--- config.mk ---
export PLATFORM = sky130hd
export DESIGN_NAME = pipelined_execution_unit
export DESIGN_NICKNAME = d
export VERILOG_FILES = /design/src/rtl/pipelined_execution_unit.sv
export SDC_FILE = /design/constraint.sdc
export NUM_CORES = 1
export LEC_CHECK = 0
export ABC_AREA = 1
export CAP_MARGIN = 10
export CORE_ASPECT_RATIO = 1.5
export CORE_MARGIN = 1.5
export CORE_UTILIZATION = 58
export DETAILED_ROUTE_END_ITERATION = 7
export DONT_BUFFER_PORTS = 1
export PLACE_DENSITY = 0.76
export SLEW_MARGIN = 5
export SYNTH_ARGS = -nofsm -noshare
export SYNTH_HDL_FRONTEND = slang
export SYNTH_SLANG_ARGS = --single-unit
--- constraint.sdc ---
create_clock -name clk -period 1.75 [get_ports clk]
set_input_delay 0.2625 -clock clk [delete_from_list [all_inputs] [get_ports clk]]
set_output_delay 0.2625 -clock clk [all_outputs]
set_load 0.02 [all_outputs]
--- src/rtl/pipelined_execution_unit.sv ---
// Accumulator-based execution unit. Single-cycle ALU ops, plus an iterative
// shift-add multiply that stalls the valid/ready handshake for W cycles.
module pipelined_execution_unit #(
    parameter int INPUT_DATA_WIDTH  = 4,
    parameter int OUTPUT_DATA_WIDTH = 8,
    parameter int PC_WIDTH          = 8
) (
    input  logic                         clk,
    input  logic                         reset,
    input  logic                         in_valid,
    output logic                         in_ready,
    input  logic [3:0]                   opcode,
    input  logic [OUTPUT_DATA_WIDTH-1:0] operand,
    input  logic [PC_WIDTH-1:0]          pc,
    output logic [OUTPUT_DATA_WIDTH-1:0] cpu_out,
    output logic [PC_WIDTH-1:0]          out_pc,
    output logic                         out_valid,
    output logic [OUTPUT_DATA_WIDTH-1:0] acc,
    output logic                         zero_flag,
    output logic                         carry_flag,
    output logic                         busy,
    output logic                         illegal
);

    localparam int W     = INPUT_DATA_WIDTH;
    localparam int DW    = OUTPUT_DATA_WIDTH;
    localparam int CNT_W = $clog2(W) + 1;

    typedef enum logic {
        ST_IDLE,
        ST_MUL
    } state_t;

    typedef enum logic [3:0] {
        OP_NOP  = 4'h0, OP_LDA = 4'h1, OP_LDB = 4'h2, OP_LDO = 4'h3,
        OP_ADD  = 4'h4, OP_SUB = 4'h5, OP_AND = 4'h6, OP_OR  = 4'h7,
        OP_XOR  = 4'h8, OP_INV = 4'h9, OP_CLR = 4'hA, OP_ACCA = 4'hB,
        OP_MUL  = 4'hC, OP_SNZA = 4'hD, OP_LSH = 4'hE, OP_RSH = 4'hF
    } op_t;

    state_t             state_q;
    logic [W-1:0]       a_q, b_q;
    logic [DW-1:0]      acc_q, acc_d;
    logic               carry_q, carry_d;
    logic [DW-1:0]      cpu_out_q;
    logic [PC_WIDTH-1:0] out_pc_q;
    logic               out_valid_q;
    logic               skip_q;
    logic [DW-1:0]      mcand_q, prod_q, prod_step;
    logic [W-1:0]       mplier_q;
    logic [CNT_W-1:0]   cnt_q;

    logic [DW-1:0]      a_ext, b_ext;
    logic [DW:0]        acca_sum;
    op_t                op;

    assign op       = op_t'(opcode);
    assign a_ext    = {{(DW-W){1'b0}}, a_q};
    assign b_ext    = {{(DW-W){1'b0}}, b_q};
    assign acca_sum = {1'b0, acc_q} + {1'b0, a_ext};

    assign prod_step = prod_q + (mplier_q[0] ? mcand_q : '0);

    // Result of every single-cycle op that writes ACC and/or carry.
    always_comb begin
        // NOTE: defaults first so every path assigns both outputs; otherwise a latch is inferred.
        acc_d   = acc_q;
        carry_d = carry_q;
        case (op)
            OP_ADD:  begin acc_d = a_ext + b_ext; carry_d = 1'b0;    end
            OP_SUB:  begin acc_d = a_ext - b_ext; carry_d = a_q < b_q; end
            OP_AND:  acc_d = a_ext & b_ext;
            OP_OR:   acc_d = a_ext | b_ext;
            OP_XOR:  acc_d = a_ext ^ b_ext;
            OP_INV:  acc_d = ~acc_q;
            OP_CLR:  begin acc_d = '0; carry_d = 1'b0; end
            OP_ACCA: {carry_d, acc_d} = acca_sum;
            OP_LSH:  acc_d = {acc_q[DW-2:0], 1'b0};
            OP_RSH:  acc_d = {1'b0, acc_q[DW-1:1]};
            default: ;
        endcase
    end

    // NOTE: all state uses non-blocking assignments so every register samples pre-edge values.
    always_ff @(posedge clk) begin
        if (reset) begin
            state_q     <= ST_IDLE;
            a_q         <= '0;
            b_q         <= '0;
            acc_q       <= '0;
            carry_q     <= 1'b0;
            cpu_out_q   <= '0;
            out_pc_q    <= '0;
            out_valid_q <= 1'b0;
            skip_q      <= 1'b0;
            mcand_q     <= '0;
            mplier_q    <= '0;
            prod_q      <= '0;
            cnt_q       <= '0;
        end else begin
            out_valid_q <= 1'b0;
            case (state_q)
                ST_IDLE: begin
                    if (in_valid) begin
                        if (skip_q) begin
                            skip_q <= 1'b0;
                        end else begin
                            case (op)
                                OP_LDA:  a_q <= operand[DW-1:W];
                                OP_LDB:  b_q <= operand[W-1:0];
                                OP_LDO: begin
                                    cpu_out_q   <= acc_q;
                                    out_pc_q    <= pc;
                                    out_valid_q <= 1'b1;
                                end
                                OP_SNZA: skip_q <= (a_q != '0);
                                OP_MUL: begin
                                    mcand_q  <= a_ext;
                                    mplier_q <= b_q;
                                    prod_q   <= '0;
                                    cnt_q    <= '0;
                                    state_q  <= ST_MUL;
                                end
                                default: begin
                                    acc_q   <= acc_d;
                                    carry_q <= carry_d;
                                end
                            endcase
                        end
                    end
                end
                ST_MUL: begin
                    prod_q   <= prod_step;
                    mcand_q  <= {mcand_q[DW-2:0], 1'b0};
                    mplier_q <= {1'b0, mplier_q[W-1:1]};
                    cnt_q    <= cnt_q + CNT_W'(1);
                    if (cnt_q == CNT_W'(W - 1)) begin
                        acc_q   <= prod_step;
                        state_q <= ST_IDLE;
                    end
                end
                default: state_q <= ST_IDLE;
            endcase
        end
    end

    assign in_ready   = (state_q == ST_IDLE);
    assign busy       = (state_q == ST_MUL);
    assign cpu_out    = cpu_out_q;
    assign out_pc     = out_pc_q;
    assign out_valid  = out_valid_q;
    assign acc        = acc_q;
    assign zero_flag  = (acc_q == '0);
    assign carry_flag = carry_q;
    // Every 4-bit encoding is defined, so no accepted opcode can be illegal.
    assign illegal    = 1'b0;

endmodule

# After elaboration in Yosys (flattened, before gate mapping)
# Index checks and enable logic that the tools add are counted.
# classes
addsub	5
n_lt_le_gt_ge	1
eq_ne	22
mux	32
bitwise_logic	8
n_reduce_logical	13
# ops
op	count
$mux 8	11
$pmux 8 s10	1
$pmux 8 s2	3
$eq 4x4->1 const B	8
$eq 4x3->1 const B	4
$mux 4	3
$reduce_and 4->1	3
$ne 11x1->1 const B	1
$reduce_and 5->1	2
$add 8x4->9	1
$mux 3	3
$add 8x8->8	1
$eq 4x2->1 const B	2
$logic_not 8->1	1
$not 8->8	1
$pmux 4 s2	1
$mux 1	7
$ne 2x2->1 const B	3
$pmux 3 s2	1
$add 4x4->5	1
$reduce_or 5->1	1
$sub 4x4->5	1
$and 4x4->4	1
$eq 4x1->1 const B	1
other kinds (15)	19
# word_totals
reg_bits	59
out_inout_bits	30
wordCells	94

# Longest topological paths before layout
# depth
word_depth	6
ltp_mapped	15
ltp_nobuf	14

# Worst setup path after synthesis
# Ideal clock, no wire load.
# synth_path
path_type	reg-to-reg
start	register acc_q[0] (netlist: acc[0])
end	register acc_q[6] (netlist: acc[6])
setup_ns	0.109
t_arrival_ns	1.728
t_required_ns	1.641
slack_ns	-0.087
path_stages_with_launch	14
period_less_slack_ns	1.837
cell_sequence	dfxtp_1 -> ha_1 -> inv_1 -> fa_1 -> inv_1 -> nand2_1 -> nand2_1 -> nand3_1 -> nand3_1 -> nand2_1 -> nand2_1 -> nand3_1 -> nand2_1 -> inv_1
# synth_between
elab_chain_cells	6
# synth_lines
element	line_no	rtl
from (decl)	43	logic [DW-1:0] acc_q, acc_d;
from (signal assigned)	138	acc_q <= prod_step;
$add 8x4->9	60	assign acca_sum = {1'b0, acc_q} + {1'b0, a_ext};
$pmux 8 s10	69	case (op)
$mux 8	108	case (op)
$mux 8	105	if (skip_q) begin
$mux 8	104	if (in_valid) begin
$pmux 8 s2	102	case (state_q)
# No other way between the ends. The select of a mux whose other input is x is not followed.
# A chain may end at the register's enable or synchronous reset.

# Worst setup path in the final report
# layout_path
start	register a_q[0]
end	register acc_q[2] (netlist: acc[2])
# layout_between
elab_chain_cells	6
elab_cells_between_ends	8
# layout_lines
element	line_no	rtl
from (decl)	42	logic [W-1:0] a_q, b_q;
from (signal assigned)	109	OP_LDA: a_q <= operand[DW-1:W];
$add 8x4->9, or another cell as far along	60	
$pmux 8 s10 (*)	69	
$mux 8 (*)	108	
$mux 8 (*)	105	
$mux 8 (*)	104	
$pmux 8 s2 (*)	102	
# Mark *: on every way between the ends. The rest lies on a longest branch, timed or not. The select of a mux whose other input is x is not followed.

==> metrics.md <==
| Metric | Value |
|---|---|
| Status | finished with violations |
| Failing checks | negative setup slack |
| Fin cells | around 700 |
| Setup violations, final | 2 |
| Worst Hold Depth | 2 |
| Req. time, crit path | between 2 and 2.5 ns |
| Area Overhead vs Synth | 20.9% |
| Final hold violation count | 0 |
| Cell Area, Synth | around 0.0038 sq mm |
| DPL Wire Length | 8.08 mm |
| CP max-delay cell | fa_2 |
| HP Class | input pin to register |
| Slowest Stage Delay on Critical Path | roughly 0.41 ns |
| Core footprint | just over 0.006 sq mm |
| Antenna-violating nets left | 0 |
| Maximum clock frequency | 559 MHz |
| Post-synthesis sequential area ratio | about a third |
| Tcrit/Tclk final | 102% |
| CTS tree | done |
| Starting density of the core | 60.5% |
| Critical setup path kind | register to register |
| Peak VDD IR | a little over 0.7 mV |
| Fraction of registers with async set or reset after synthesis | 0% |
| Die area | approximately 0.007 sq mm |
| Net Count, Synth | about 630 |
| Clock latency on the worst-skew pair | about 0.35 ns |
| Worst Slack Setup Final | -0.0401 ns |
| Dominant cell type by area after synthesis | dfxtp_1 |
| Drt via density | 5.61 |
| Worst setup SP type | register |
| Seq cells post-synth | between 50 and 60 |
| Fill count | roughly 520 |
| CP max FO | 3 |
| RePlAce Congestion | just under 1 |
| # placed instances | approximately 680 |
| Clock-pin slew on the worst setup and hold paths | around 0.08 ns |
| Residual DRC | 0 |
| Relative slew slack | 40.1% |
| Clock sink count | just under 60 |
| Cell chain of the critical path | ha_4 > inv_2 > fa_2 > xor2_1 > o21ai_1 > nor2_1 > nand3_1 > nand2_1 > a21oi_2 |
| RSZ-0062 raised after global routing | yes |
| CP top delay family | adder cells |
| Max Root-Sink Buffers | 2 |
| Commonest non-fill, non-tap cell in the layout | nand2_1 |
| Setup TNS after final layout | -0.0720 ns |
| Critical Path Stages | 9 |
| TritonCTS buffer count | 9 |
| Number of vias in the routed layout | a little under 4000 |
| Most frequent cells in the layout | nand2_1 (153), inv_1 (63), dfxtp_1 (53), nor2_1 (48), buf_4 (48) |
| Min Hold Slack | about 0.048 ns |
| Max-slew violation count | 0 |
| Input/output buffers | 0 |
| # diodes | 0 |
| Post-synth top area share | 31.4% |
| Total GRT Usage | between 30% and 40% |
| Gate Count Post-Synth | 577 |
| P_leak | 0.00207 uW |
| WP buf/inv | 1 |
| WL/cell | ~16 um |
| Total power | roughly 3200 uW |
| Num rows | 35 |
| Number of synthesized flops with an enable pin | 0 |
| Syn_area_per_cell | between 6 and 7 sq um |
| Clock root buffer | clkbuf_8 |
| I/O Pins | between 50 and 60 |
| Layout cells sized above 1 | between 20% and 30% |
| Register Area | 0.00119 sq mm |
| Largest cells by area after synthesis | dfxtp_1 (31%), nand2_1 (16%), ha_1 (8.3%), inv_1 (7.1%), a21oi_1 (7.1%) |
| Number of global-route vias before repair | 3644 |
| Skew final | 0.00753 ns |
| Largest net degree at the start of global routing | 35 |
| H-tree Lvls | 3 |
| Critical Path AT | ~2.1 ns |
| Footprint of the multi-input gates | 0.00239 sq mm |
| Period minus WS final | about 1.8 ns |
| Worst-case reg-to-reg path depth | 9 |
| Pwr Density | roughly 700 mW/mm^2 |
| CP Capture Type | register |
| Least-Margin Pin Slew | 0.895 ns |
| Initial antenna violation count | 0 |
| Total global routing overflow | 0 |
| Top_reg_cell synth | dfxtp_1 |
| Library cells used by synthesis | 33 |
| Routed wire length | 11.3 mm |
| Ys Warns | 0 |
| First-pass DRT Iterations | 5 |
| Die Y | roughly 100 um |
| First-pass GRT wire length | roughly 17 mm |
| Maxcap violations | 0 |
| Die X | approximately 69 um |
| DRT iter0 DRCs | 232 |
| Final #Nets | 670 |
cell families (layout without fill, tap and decap cells):
group                    after synthesis  count (layout)  share of synthesized area, %
AND/OR/NAND/NOR                      271             272                          30.6
AO/OA/AOI/OAI                        115             115                          16.1
buffers and inverters                 99             144                          10.6
flip-flops                            59              59                          31.4
adder cells (fa/ha/maj)               29              29                          10.4
XOR/XNOR                               3               3                         0.699
other                                  1               1                        0.0997
metal layers:
layer,share of wire (%),vias up,track usage (%)
li1,-,1943,-
met1,38,1754,36.4
met2,51,168,57.2
met3,7.0,43,7.89
met4,3.8,0,13.9
met5,0,-,0
worst paths after layout:
path / start / end / slack, ns
setup / recovery: a_q[0]$_SDFFE_PP0P_ / acc[2]$_SDFFE_PP0P_ / -0.04
hold / removal: pc[1] / out_pc[1]$_SDFFE_PP0P_ / 0.05
setup reg to reg: a_q[0]$_SDFFE_PP0P_ / acc[2]$_SDFFE_PP0P_ / -0.04
hold reg to reg: mplier_q[3]$_SDFFE_PP0P_ / mplier_q[3]$_SDFFE_PP0P_ / 0.47
sequential cells by signal, summed over array words and instances (netlist names):
name and count:
acc 8, cpu_out 8, mcand_q 8, out_pc 8, prod_q 8, a_q 4, b_q 4, mplier_q 4
cnt_q 3, busy 1, carry_flag 1, out_valid 1, skip_q 1
report_power, final:
group | total (uW) | internal (uW) | switching [uW]
combinational | 450 | 158 | 293
clock | 1310 | 696 | 613
sequential | 1410 | 1370 | 40.7
cell usage after synthesis (2+ instances only):
cell / number
nand4_1: 9
ha_1: 25
xnor2_1: 2
nor2_4: 2
dfxtp_1: 59
o211ai_1: 4
clkbuf_1: 10
fa_1: 4
o22ai_1: 3
o21ai_0: 43
o21ai_1: 3
inv_1: 71
nor2_2: 6
nand3b_1: 4
nand2_1: 157
inv_2: 8
a31oi_1: 6
nor3_1: 2
or2_2: 2
buf_2: 4
buf_4: 4
nand2_2: 3
nor2_1: 48
a21oi_1: 53
nand3_1: 37
cell type report:
type / instances / area share, %
multi-input combinational: 420 / 52.5
sequential: 59 / 26.3
timing repair buffer: 49 / 8.15
inverter: 79 / 6.58
clock buffer: 10 / 3.03
tap: 74 / 2.04
clock inverter: 6 / 1.40
worst reg2reg max path, delay by kind of cell, from the launching register on:
kind	cells	cell delay [ns]
adder cells (fa/ha/maj)	2	0.55
flip-flops	1	0.38
AO/OA/AOI/OAI	2	0.34
AND/OR/NAND/NOR	3	0.25
XOR/XNOR	1	0.16
buffers and inverters	1	0.04
repair_timing:
action / 4_1_cts / 5_1_grt
setup endpoints to repair: 8 / 15
setup buffers: 0 / 1
gates resized for setup: 23 / 28
cloned: 0 / 1
hold buffers: 1 / 0
endpoints found under the hold margin: 24 / 0
pin swaps: 10 / 18
metrics by stage:
step	instance area, sq um	util, %	setup WS [ns]
finish	4540	73.1	-0.0401
global route	4540	73.1	-0.108
CTS	4390	70.7	-0.0152
detailed placement	4120	66.2	-0.0841
global placement	4120	66.2	-0.0630
floorplan	3760	-	0.0182
Note: power is estimated with default switching activity, not from simulation.
